==> config.mk <==
export PLATFORM = sky130hd
export DESIGN_NAME = round_robin_arbiter
export DESIGN_NICKNAME = d
export VERILOG_FILES = /design/src/rtl/round_robin_arbiter.sv
export SDC_FILE = /design/constraint.sdc
export NUM_CORES = 1
export LEC_CHECK = 0
export BUFFER_PORTS_ARGS = -buffer_cell sky130_fd_sc_hd__buf_2
export CAP_MARGIN = 10
export CORE_MARGIN = 1.5
export CORE_UTILIZATION = 50
export DETAILED_ROUTE_END_ITERATION = 10
export GPL_TIMING_DRIVEN = 0
export PLACE_DENSITY_LB_ADDON = 0.1
export SLEW_MARGIN = 40
export SYNTH_ARGS = -nofsm -noshare
export SYNTH_HDL_FRONTEND = slang
export SYNTH_SLANG_ARGS = --single-unit
==> constraint.sdc <==
create_clock -name i_clk -period 2.5 [get_ports i_clk]
set_input_delay 0.375 -clock i_clk [delete_from_list [all_inputs] [get_ports i_clk]]
set_output_delay 0.375 -clock i_clk [all_outputs]
set_load 0.005 [all_outputs]
==> src/rtl/round_robin_arbiter.sv <==
// Registered rotating-priority arbiter: one-hot or zero grant, 1-cycle latency, no request backpressure.
// Define ROUND_ROBIN_ARBITER_TIMEOUT_EN to add the p_MAX_HOLD limit with forced rearbitration.
module round_robin_arbiter #(
   parameter int p_WIDTH    = 4,
   parameter int p_MAX_HOLD = 16
) (
   input  logic               i_clk,
   input  logic               i_rst,
   input  logic [p_WIDTH-1:0] iv_req,
   output logic [p_WIDTH-1:0] ov_grant,
   output logic               o_grant_valid,
   output logic               o_forced
);
   localparam int LW = $clog2(p_WIDTH);

   logic [p_WIDTH-1:0] r_grant;
   logic               r_valid;
   logic [LW-1:0]      r_last;

   logic               w_busy;
   logic               w_hold_req;
   logic               w_timeout;
   logic               w_rearb;
   logic [p_WIDTH-1:0] w_mask_req;
   logic [p_WIDTH-1:0] w_arb_grant;
   logic [LW-1:0]      w_arb_idx;

   if (p_WIDTH < 2 || p_MAX_HOLD < 1) begin : g_param_check
      $error("round_robin_arbiter: need p_WIDTH >= 2 and p_MAX_HOLD >= 1");
   end

   assign w_busy     = |r_grant;
   assign w_hold_req = |(iv_req & r_grant);
   assign w_rearb    = !w_busy || !w_hold_req || w_timeout;
   // On a timeout the current holder is still requesting, so it must be masked out.
   assign w_mask_req = w_timeout ? (iv_req & ~r_grant) : iv_req;

   always_comb begin
      logic [LW-1:0] w_pos;
      w_arb_grant = '0;
      w_arb_idx   = '0;
      w_pos       = '0;
      for (int i = 1; i <= p_WIDTH; i++) begin
         w_pos = LW'((int'(r_last) + i) % p_WIDTH);
         if (w_mask_req[w_pos] && (w_arb_grant == '0)) begin
            w_arb_grant[w_pos] = 1'b1;
            w_arb_idx          = w_pos;
         end
      end
   end

   always_ff @(posedge i_clk) begin
      if (i_rst) begin
         r_grant <= '0;
         r_valid <= 1'b0;
         r_last  <= LW'(p_WIDTH - 1);
      end else if (w_rearb) begin
         r_grant <= w_arb_grant;
         r_valid <= |w_arb_grant;
         if (|w_arb_grant) begin
            r_last <= w_arb_idx;
         end
      end
   end

`ifdef ROUND_ROBIN_ARBITER_TIMEOUT_EN
   localparam int            HW        = $clog2(p_MAX_HOLD) + 1;
   localparam logic [HW-1:0] HOLD_LAST = HW'(p_MAX_HOLD - 1);

   logic [HW-1:0] r_hold_cnt;
   logic          r_forced;
   logic          w_hold_last;

   assign w_hold_last = (r_hold_cnt == HOLD_LAST);
   assign w_timeout   = w_busy && w_hold_req && w_hold_last && (|(iv_req & ~r_grant));

   // A sole requester at the limit just restarts its hold window.
   always_ff @(posedge i_clk) begin
      if (i_rst) begin
         r_hold_cnt <= '0;
         r_forced   <= 1'b0;
      end else begin
         r_forced <= w_timeout;
         if (w_rearb || w_hold_last) begin
            r_hold_cnt <= '0;
         end else begin
            r_hold_cnt <= r_hold_cnt + 1'b1;
         end
      end
   end

   assign o_forced = r_forced;
`else
   assign w_timeout = 1'b0;
   assign o_forced  = 1'b0;
`endif

   assign ov_grant      = r_grant;
   assign o_grant_valid = r_valid;

endmodule

==> impl_metrics.tcl <==
set metrics [dict create \
    status "finished, violations left" \
    failed_checks "negative setup slack" \
    dieArea_sq_um 1851 \
    ctsHtreeMaxLevel 1 \
    portBuffers 10 \
    slowest_stage "or4_4" \
    cp_max_fo 5 \
    drtAntennaViolNets 0 \
    finalSetupViolations 3 \
    ir_drop_mv 1.046 \
    power_density_nw_per_um2 1593 \
    cp.required_ps 2640 \
    met1Wirelength_um 911 \
    crit_path_end_kind "flip-flop" \
    track_usage_pct 22.86 \
    path_cells "buf_6 -> clkinvlp_4 -> ha_4 -> or4_4 -> a21bo_4 -> o2111ai_4 -> o21ai_4 -> o211ai_1 -> xnor2_1 -> nand2_1" \
    synth_area_sq_um 800.8 \
    die_h_um 43.02 \
    slew_viol_final 0 \
    hold_class "input port to flip-flop" \
    start_util_pct 53.16 \
    clk_pin_slew_ps 50 \
    yosysTopAreaCell "dfxtp_1" \
    p_switching_uw 852.1 \
    finClkSkew_ps 1.319 \
    critPathLaunchType "flip-flop" \
    crit_type "flip-flop to flip-flop" \
    grt_overflow 0 \
    fin_ws_ps -57.18 \
    detail_route.wl_per_cell_um 15.47 \
    die_x_um 43.02 \
    ys_warn_count 0 \
    crit_family "compound AO/OA/AOI/OAI gates" \
    seqPwrFrac_pct 12.6 \
    place.gp.congestion 0.8689 \
    switching_share_pct 48.15 \
    clkSinkCount 7 \
    grt_pass1_vias 742 \
    synth_area_leaders "dfxtp_1 18%, ha_1 13%, nand2_1 5.6%, mux2i_1 5.0%, nor2_1 4.2%" \
    io_pins 12 \
    cts_buffers 3 \
    crit_buf_inv 2 \
    route.detailed.drc 0 \
    postSynthCellCount 94 \
    path_depth 10 \
    hold_violations 0 \
    drt_iter0_drc 42 \
    max_stage_delay_ps 540 \
    cts_tree "built" \
    clkPwrFrac_pct 5.8 \
    wl_met3_um 125 \
    syn-num-nets 108 \
    maxCapViolCount 0 \
    root_buffer "clkbuf_4" \
    totalPowerFinal_uw 1770 \
    vias 853 \
    reg2reg_depth 10 \
    rows 14 \
    syn-mean-instance-area_sq_um 8.519 \
    postCtsHoldBufs 0 \
    arrival_ps 2700 \
    fmax_ghz 0.3911 \
    rsz0062_at_grt "true" \
    min_path_cells 2 \
    diodes 0 \
    cts_buffer_depth 2 \
    clk_latency_ps 250 \
    yosys_register_bits 7 \
    drt_wl_total_mm 2.119 \
    core_area_sq_um 1506 \
    ys_seq_area_share_pct 17.50 \
    antenna_found_initial 0 \
    dr.pass1.iters 4 \
    nets 136 \
    internal_power_uw 917.5 \
    grt_first_pass_wirelength_mm 3.243 \
    p_leak_uw 0.0004851 \
    holdWs_ps 342.3 \
    fin_crit_sh_pct 102.3 \
    synth.top_cell.area_share_pct 17.50 \
    layout-drive-gt1-share_pct 45.45 \
    vias_per_cell 6.226 \
    wl_met2_mm 1.059 \
    post-route-min-period_ps 2557 \
    synthToLayoutAreaGrowth_pct 38.75 \
    hpwl_mm 1.378 \
    grt_max_degree 11 \
    p_comb_share_pct 81.6 \
    routed.top_layer "met4" \
    synth_cell_types 39 \
]
==> cells in the final DEF, fill, tap and decap left out, types with 2 or more instances in the layout <==
cell type / Yosys / final
mux2_2: 2 / 2
buf_2: 0 / 10
a21oi_1: 5 / 5
ha_1: 8 / 5
nand3_1: 3 / 3
dfxtp_1: 7 / 5
nor2_4: 0 / 2
nand2_1: 12 / 12
buf_6: 1 / 2
o211ai_1: 2 / 2
a221oi_1: 2 / 2
ha_4: 0 / 2
o21ai_0: 5 / 3
inv_1: 4 / 3
nor2_1: 9 / 6
a31oi_2: 0 / 2
buf_4: 1 / 12
clkbuf_4: 0 / 3
nor3_1: 3 / 3
mux2i_1: 4 / 4
dfxtp_4: 0 / 2
==> layout make-up <==
class / count / area [sq um]
repair buffers: 23 / 163.9
inverters: 4 / 18.77
plain buffers: 2 / 18.77
flip-flops and latches: 7 / 147.6
clock buffers: 4 / 26.28
well taps: 16 / 20.02
multi-input cells: 81 / 715.7
fillers: 122 / 395.4
==> synthesized netlist by cell type, drive strengths merged <==
master and count:
nand2 12, nor2 9, ha 8, dfxtp 7, o21ai 6, a21oi 5
inv 4, mux2i 4, nor3 4, nand3 3, o211ai 3, a221oi 2
a31oi 2, buf 2, mux2 2, mux4 2, or3 2, a211oi 1
a21bo 1, a21boi 1, a222oi 1, a22o 1, and2 1, and2b 1
and3 1, conb 1, nand4 1, o2111ai 1, o221a 1, o311ai 1
o31a 1, o31ai 1, or4 1, xnor2 1
==> metal layers <==
| layer | vias up | GRT usage [%] |
|---|---|---|
| met5 | - | 0 |
| li1 | 412 | - |
| met1 | 399 | 31.87 |
| met2 | 38 | 35.15 |
| met3 | 4 | 1.277 |
| met4 | 0 | 12.12 |
==> power by group through the flow <==
stage / combinational, uW / clock [uW] / sequential [uW]
2_1_floorplan: 810 / 0 / 207
3_3_place_gp: 1000 / 0 / 213
3_5_place_dp: 1010 / 0 / 216
4_1_cts: 1170 / 106 / 222
5_1_grt: 1550 / 109 / 230
6_report: 1440 / 103 / 223
==> kinds of logic after synthesis <==
family,count (synthesis),synth area share (%)
buf+inv,6,4.218
mux,8,13.91
simple gates,35,20.78
flops,7,17.50
fa+ha+maj,8,12.50
xor+xnor,1,1.094
other cells,1,0.4683
compound gates,28,29.53
==> sequential cells by signal, summed over array words and instances (netlist names) <==
name / flops
o_grant_valid: 1
r_last: 2
ov_grant: 4
==> repair_timing <==
item                                    4_1_cts  5_1_grt
resized for setup                            16        9
hold endpoints to repair                      0        0
pin swaps                                     5       16
endpoints found under the setup margin        7        7
setup buffers                                 4        9
==> stage by stage <==
step	area, sq um	setup slack, ps	instances	TNS [ps]	util, %
after floorplan	802.0	2.559	94	0	-
after global placement	872.1	-328.1	120	-1680	57.89
after detailed placement	872.1	-342.0	120	-1831	57.89
after CTS	999.7	13.21	128	0	66.36
after global routing	1111	-154.3	137	-662.9	73.75
final	1111	-57.18	137	-102.5	73.75
==> path summary, 6_finish.rpt <==
path | endpoint | from | slack (ps)
worst min register to register | ov_grant[2] | ov_grant[2] | 510
worst max register to register | r_last[0] | r_last[0] | -60
worst max-delay path | r_last[0] | r_last[0] | -60
worst min-delay path | ov_grant[0] | i_rst | 340
Power figures use the tool's default switching activity.
